--- src/rtl/fpa_rr_sched.sv ---
// Round-robin scheduler sharing one fixed-latency FP adder among N_REQ requesters.
//
// Each requester offers an operand pair with a valid/ready handshake. One pair is
// issued to the adder per cycle. A tag pipe follows every issued pair through the
// adder, so each sum comes back marked with the valid bit of the requester that
// owns it.
//
// Ports:
//   clk        clock, all logic on posedge
//   rst        synchronous reset, active-high
//   req_valid  per-requester offer
//   req_a      operand A, 32 bits per requester, requester i in [32i+31:32i]
//   req_b      operand B, same packing
//   req_ready  one-hot or zero grant for this cycle
//   fpa_a      registered operand A to the adder
//   fpa_b      registered operand B to the adder
//   fpa_out    adder result, valid ADD_LAT cycles after fpa_a/fpa_b
//   rsp_valid  one-hot or zero; rsp_data belongs to the flagged requester
//   rsp_data   returned sum, raw IEEE-754 bits; holds between responses
//   busy       any operation in flight (issue register or tag pipe)
module fpa_rr_sched #(
  parameter int unsigned N_REQ   = 4,
  parameter int unsigned ADD_LAT = 1
) (
  input  logic                 clk,
  input  logic                 rst,
  input  logic [N_REQ-1:0]     req_valid,
  input  logic [32*N_REQ-1:0]  req_a,
  input  logic [32*N_REQ-1:0]  req_b,
  output logic [N_REQ-1:0]     req_ready,
  output logic [31:0]          fpa_a,
  output logic [31:0]          fpa_b,
  input  logic [31:0]          fpa_out,
  output logic [N_REQ-1:0]     rsp_valid,
  output logic [31:0]          rsp_data,
  output logic                 busy
);

  localparam int unsigned PtrW  = $clog2(N_REQ);
  // Stage 0 tracks the issue register, the last stage lines up with fpa_out.
  localparam int unsigned Depth = ADD_LAT + 1;

  logic [PtrW-1:0]  rr_ptr;
  logic             found;
  logic [PtrW-1:0]  grant_id;
  logic [PtrW-1:0]  next_ptr;
  logic [PtrW:0]    scan_sum;
  logic [PtrW-1:0]  scan_idx;
  logic [31:0]      sel_a;
  logic [31:0]      sel_b;

  logic [Depth-1:0] tag_vld;
  logic [PtrW-1:0]  tag_id [Depth];

  // Scan req_valid upward from rr_ptr, wrapping modulo N_REQ; first hit wins.
  always_comb begin
    req_ready = '0;
    found     = 1'b0;
    grant_id  = '0;
    scan_sum  = '0;
    scan_idx  = '0;
    for (int k = 0; k < N_REQ; k++) begin
      scan_sum = {1'b0, rr_ptr} + (PtrW + 1)'(k);
      if (scan_sum >= (PtrW + 1)'(N_REQ)) begin
        scan_sum = scan_sum - (PtrW + 1)'(N_REQ);
      end
      scan_idx = scan_sum[PtrW-1:0];
      if (!found && req_valid[scan_idx]) begin
        found               = 1'b1;
        grant_id            = scan_idx;
        req_ready[scan_idx] = 1'b1;
      end
    end
  end

  // AND-OR operand mux keyed by the one-hot grant.
  always_comb begin
    sel_a = '0;
    sel_b = '0;
    for (int k = 0; k < N_REQ; k++) begin
      sel_a = sel_a | (req_a[32*k +: 32] & {32{req_ready[k]}});
      sel_b = sel_b | (req_b[32*k +: 32] & {32{req_ready[k]}});
    end
  end

  assign next_ptr = (grant_id == PtrW'(N_REQ - 1)) ? '0 : grant_id + PtrW'(1);

  always_ff @(posedge clk) begin
    if (rst) begin
      rr_ptr    <= '0;
      fpa_a     <= '0;
      fpa_b     <= '0;
      tag_vld   <= '0;
      for (int s = 0; s < Depth; s++) begin
        tag_id[s] <= '0;
      end
      rsp_valid <= '0;
      rsp_data  <= '0;
    end else begin
      if (found) begin
        rr_ptr <= next_ptr;
        fpa_a  <= sel_a;
        fpa_b  <= sel_b;
      end
      // A bubble enters the tag pipe on cycles without a transfer.
      tag_vld[0] <= found;
      tag_id[0]  <= grant_id;
      for (int s = 1; s < Depth; s++) begin
        tag_vld[s] <= tag_vld[s-1];
        tag_id[s]  <= tag_id[s-1];
      end
      if (tag_vld[Depth-1]) begin
        rsp_valid <= N_REQ'(1) << tag_id[Depth-1];
        rsp_data  <= fpa_out;
      end else begin
        rsp_valid <= '0;
      end
    end
  end

  assign busy = |tag_vld;

endmodule
--- config.mk ---
export PLATFORM = sky130hd
export DESIGN_NAME = fpa_rr_sched
export DESIGN_NICKNAME = d
export VERILOG_FILES = /design/src/rtl/fpa_rr_sched.sv
export SDC_FILE = /design/constraint.sdc
export NUM_CORES = 1
export LEC_CHECK = 0
export ABC_AREA = 1
export CAP_MARGIN = 10
export CORE_AREA = 2 2 153 155
export CTS_CLUSTER_SIZE = 30
export DETAILED_ROUTE_END_ITERATION = 8
export DIE_AREA = 0 0 155 157
export PLACE_DENSITY_LB_ADDON = 0.05
export SLEW_MARGIN = 20
export SYNTH_ARGS = -nofsm -noshare
export SYNTH_HDL_FRONTEND = slang
export SYNTH_SLANG_ARGS = --single-unit
--- constraint.sdc ---
create_clock -name clk -period 7.1 [get_ports clk]
set_input_delay 1.775 -clock clk [delete_from_list [all_inputs] [get_ports clk]]
set_output_delay 1.775 -clock clk [all_outputs]
set_load 0.01 [all_outputs]
# [Yosys cells after proc, flatten, opt, wreduce, memory -nomap -nowiden]
# Memories as Yosys holds them, arrays and structs flattened.
# Index checks and enable logic that the tools add are counted.
[totals] ff_bits=104 ramBits=4 output_inout_bits=105 wordCells=99 mem_count=1
[classes] addsub=8 n_lt_le_gt_ge=12 n_eq_ne=1 n_shift=1 muxes=38 n_bitwise=20 n_reduce_logical=12
[memory_table] memory="tag_id" depth=2 width=2 read_ports=2 rd_clocked_by_memory_dff=0 write_ports=2 line="53" text="logic [PtrW-1:0] tag_id [Depth];"
[ops] operator="32-bit AND" n=8
[ops] operator="32-bit OR" n=6
[ops] operator="2-bit 2-to-1 mux" n=11
[ops] operator="4-bit 2-to-1 mux" n=4
[ops] operator="1-bit 2-to-1 mux" n=15
[ops] operator="2-bit by 3-bit < comparator with 1-bit output, second input constant" n=4
[ops] operator="4-bit OR" n=3
[ops] operator="3-bit >= comparator, second input constant" n=3
[ops] operator="1-bit binary-select mux with 2-bit select" n=4
[ops] operator="1-bit demux with 2-bit select" n=4
[ops] operator="2-bit by 1-bit >= comparator with 1-bit output, second input constant" n=4
[ops] operator="2-bit by 1-bit subtractor with 2-bit output, second input constant" n=4
[ops] operator="1-bit logical AND" n=7
[ops] operator="2-bit by 2-bit adder with 3-bit output, second input constant" n=2
[ops] operator="2-bit OR reduction" n=2
[ops] operator="1-bit by 2-bit << shifter with 4-bit output, first input constant" n=1
[ops] operator="2-bit by 1-bit adder with 3-bit output, second input constant" n=1
[ops] operator="2-bit by 3-bit >= comparator with 1-bit output, second input constant" n=1
[ops] operator="1-bit zero test" n=3
[ops] operator="2-bit by 1-bit adder with 2-bit output, second input constant" n=1
[ops] operator="2-bit == test, second input constant" n=1
[ops] operator="1-bit OR" n=2
[ops] operator="1-bit NOT" n=1

# [Longest topological paths before layout]
[depth] word_depth=18 ltp_mapped=15 mapped_depth_nobuf=14

# [Least setup slack after synthesis]
# OpenSTA, ideal clock, no wires.
[synth_timing] kind="input-to-output" start="input req_valid[3]" end="output req_ready[0]" t_arrival_ns=2.753 setup_slack_ns=2.572 stages=9 path_buffers=2 path_cell_list="inv_1 nand2_1 nand3_2 nand2_4 nor2_4 nand4_1 nand3_1 buf_4 buf_4"
[synth_between] elab_chain_cells=12 elab_cells_between_ends=24
[synth_rtl] item="start: declaration" line="27" text="input logic [N_REQ-1:0] req_valid,"
[synth_rtl] item="1-bit binary-select mux with 2-bit select" line="68" text="if (!found && req_valid[scan_idx]) begin"
[synth_rtl] item="1-bit 2-to-1 mux (implied by the code)" line="68"
[synth_rtl] item="1-bit 2-to-1 mux" line="68"
[synth_rtl] item="1-bit zero test" line="68"
[synth_rtl] item="1-bit logical AND" line="68"
[synth_rtl] item="1-bit 2-to-1 mux" line="68"
[synth_rtl] item="1-bit zero test" line="68"
[synth_rtl] item="1-bit logical AND" line="68"
[synth_rtl] item="1-bit 2-to-1 mux" line="68"
[synth_rtl] item="1-bit zero test" line="68"
[synth_rtl] item="1-bit logical AND" line="68"
[synth_rtl] item="4-bit 2-to-1 mux (*)" line="68"
[synth_rtl] item="end: declaration" line="30" text="output logic [N_REQ-1:0] req_ready,"
# Mark *: on every way between the ends. The rest lies on a longest branch, timed or not. The select of a mux whose other input is x is not followed.

# [Worst setup path after layout]
[layout_timing] start="input req_valid[1]" end="output req_ready[3]"
# Same word-level chain as after synthesis.

==> impl_metrics.toml <==
[place]
gp_congestion = 0.834
port_buffers = 398
hpwl_um = 19700

[timing]
skew_ns = 0.0150
drv_slew = 0
holdWs_ns = 0.407
max-slew-margin-rel = 0.273
period_share = 0.771
setup_viol = 0
rsz0062_at_grt = "no"
finalHoldViolCount = 0
tightestPinTransition_ns = 1.09
tns_ns = 0
min_period_ns = 5.48
fmax_mhz = 183

[floorplan]
die_x_um = 155
die-area_mm2 = 0.0243
die_h_um = 157
rows = 55
num_io_pins = 399
start_util = 0.257
core_region_area_mm2 = 0.0225

[setup_path]
critPathBufInv = 4
cp.required_ns = 5.33
cp_top_family = "buffers and inverters"
cp-end-kind = "primary output"
r2r_cells = 13
max_stage_delay_ns = 0.68
path_cells = "clkdlybuf4s50_1 > inv_1 > nand2_1 > nand2_1 > nand2_1 > nand2_1 > inv_1 > nand3_1 > nand3_2 > clkdlybuf4s50_1"
cp_max_fo = 8
path_class = "in -> out"
arrival_ns = 3.70
cp_slowest_cell = "clkdlybuf4s50_1"
crit_top_cell = "nand2_1"
r2r_end = "rr_ptr[1]$_SDFFE_PP0P_"
start_kind = "primary input"
r2r_slack_ns = 3.84

[synthesis]
yosysSeqAreaShare = 0.373
synthCells = 947
syn_avg_cell_area_um2 = 6.11
yosys_warnings = 0
synth_area_mm2 = 0.00579
ys_seq_elements = 108
ys_types = 28
syn_nets = 1247

[routing]
wirelength_um = 26900
via_count = 7131
drtIter0Drc = 436
drcViolationCount = 0
wl_per_cell_um = 16.9
drtPass1Iterations = 4
vias_per_cell = 4.47
ant_nets = 0

[hold_path]
whs_path_depth = 2
min_path_type = "reg -> reg"
hold_end = "tag_id[0][3]$_SDFF_PP0_"
min_from = "tag_id[0][1]$_SDFF_PP0_"

[clock_network]
cts_made_buffers = 9
clock_sinks = 108
path_clk_slew_ns = 0.08
clock_latency_ns = 0.36
cts_tree = "done"
holdBufCountCts = 0
cts.htree.levels = 3
clockBufferDepth = 2
postCtsSetupBuffers = 0
ctsResizeCount = 0
clockRootBuffer = "clkbuf_16"

[final_layout]
mostFrequentLayoutCell = "clkdlybuf4s50_1"
syn_to_final_growth_pct = 75.8
fin_nets = 1605
drive_above_1_share = 0.0298
final_cell_mix = "clkdlybuf4s50_1, nand2_1, nor2_1"

[global_routing]
antenna_found_initial = 0
grt_pass1_vias = 6552
globalRouteOverflowTotal = 0
grt_pass1_wl_um = 39000
grt_usage = 0.209
grt_max_degree = 69

[power]
leakage_nw = 4.49
p_total_w = 0.00380
p_per_area_mw_per_mm2 = 373
ir_worst_vdd_uv = 167

[outcome]
status = "completed"

[job]
cap_violations = 0
-- worst max-delay path by stage --
stage                       startpoint           end  slack [ns]  depth (start not counted)
after detailed placement  req_valid[0]  req_ready[3]        1.61                         10
after CTS                 req_valid[0]  req_ready[3]        1.61                         10
after global placement    req_valid[1]  req_ready[3]        1.64                         10
after global routing      req_valid[3]  req_ready[1]        1.49                         10
final                     req_valid[1]  req_ready[3]        1.62                         10
after floorplan           req_valid[3]  req_ready[0]        2.57                          9
-- cells in the mapped netlist, drive strengths merged --
library cell    n  area share
nand3          77       0.068
buf            41       0.048
nand3b          1      0.0013
nand2         355        0.23
a21boi          5      0.0065
o21ai          99       0.086
nor2          209        0.14
dfxtp         108        0.37
a21oi           3      0.0026
a221oi          1      0.0015
ha              6       0.013
nand4           4      0.0043
inv            19       0.012
o21bai          1      0.0013
clkinv          1     0.00065
clkbuf         17       0.011
-- stage by stage --
stage | worst slack (ns) | cell area (um^2) | utilization | instances
after floorplan | 2.57 | 5790 | - | 947
after CTS | 1.61 | 10200 | 0.452 | 1595
after global routing | 1.49 | 10200 | 0.452 | 1595
final | 1.62 | 10200 | 0.452 | 1596
after detailed placement | 1.61 | 9860 | 0.438 | 1579
after global placement | 1.64 | 9860 | 0.438 | 1579
-- report_power, final --
part | internal (W) | total (W) | switching [W]
registers | 0.000785 | 0.000867 | 0.0000816
clock network | 0.000255 | 0.000530 | 0.000275
logic | 0.000940 | 0.00240 | 0.00146
-- worst min-delay path, delay by kind of cell (launching register included) --
family / cells / cell delay (ns)
buffers and inverters: 1 / 0.04
flip-flops: 1 / 0.30
AND/OR/NAND/NOR: 1 / 0.03
-- routing by layer --
layer  wire, um  track usage  up-vias  part of all wire
met4        451       0.0608        0             0.017
li1           -            -     3700                 -
met1      10700        0.242     3159              0.40
met3       2130       0.0578       23             0.079
met5          0            0        -                 0
met2      13600        0.378      249              0.51
-- registers in the layout (all words and copies together) (netlist names), named ones only --
register	flops
tag_vld	2
rr_ptr	1
rsp_valid	4
fpa_a	32
tag_id	4
fpa_b	32
rsp_data	32
-- cell type report --
cell class | instances | area, um^2
sequential | 108 | 2160
timing repair buffer | 405 | 4040
clock buffer | 9 | 225
clock inverter | 7 | 88.8
multi-input combinational | 761 | 3230
antenna | 1 | 2.50
fill | 2417 | 12300
inverter | 20 | 77.6
tap | 285 | 357
-- cells by family (layout without fill, tap and decap cells) --
kind of cell,count (synthesis),in the layout,synth area share
AO/OA/AOI/OAI,109,109,0.0975
adder cells (fa/ha/maj),6,6,0.0130
buffers and inverters,78,441,0.0722
flip-flops,108,108,0.373
other,0,1,0
AND/OR/NAND/NOR,646,646,0.444
Note: power is estimated with default switching activity, not from simulation.
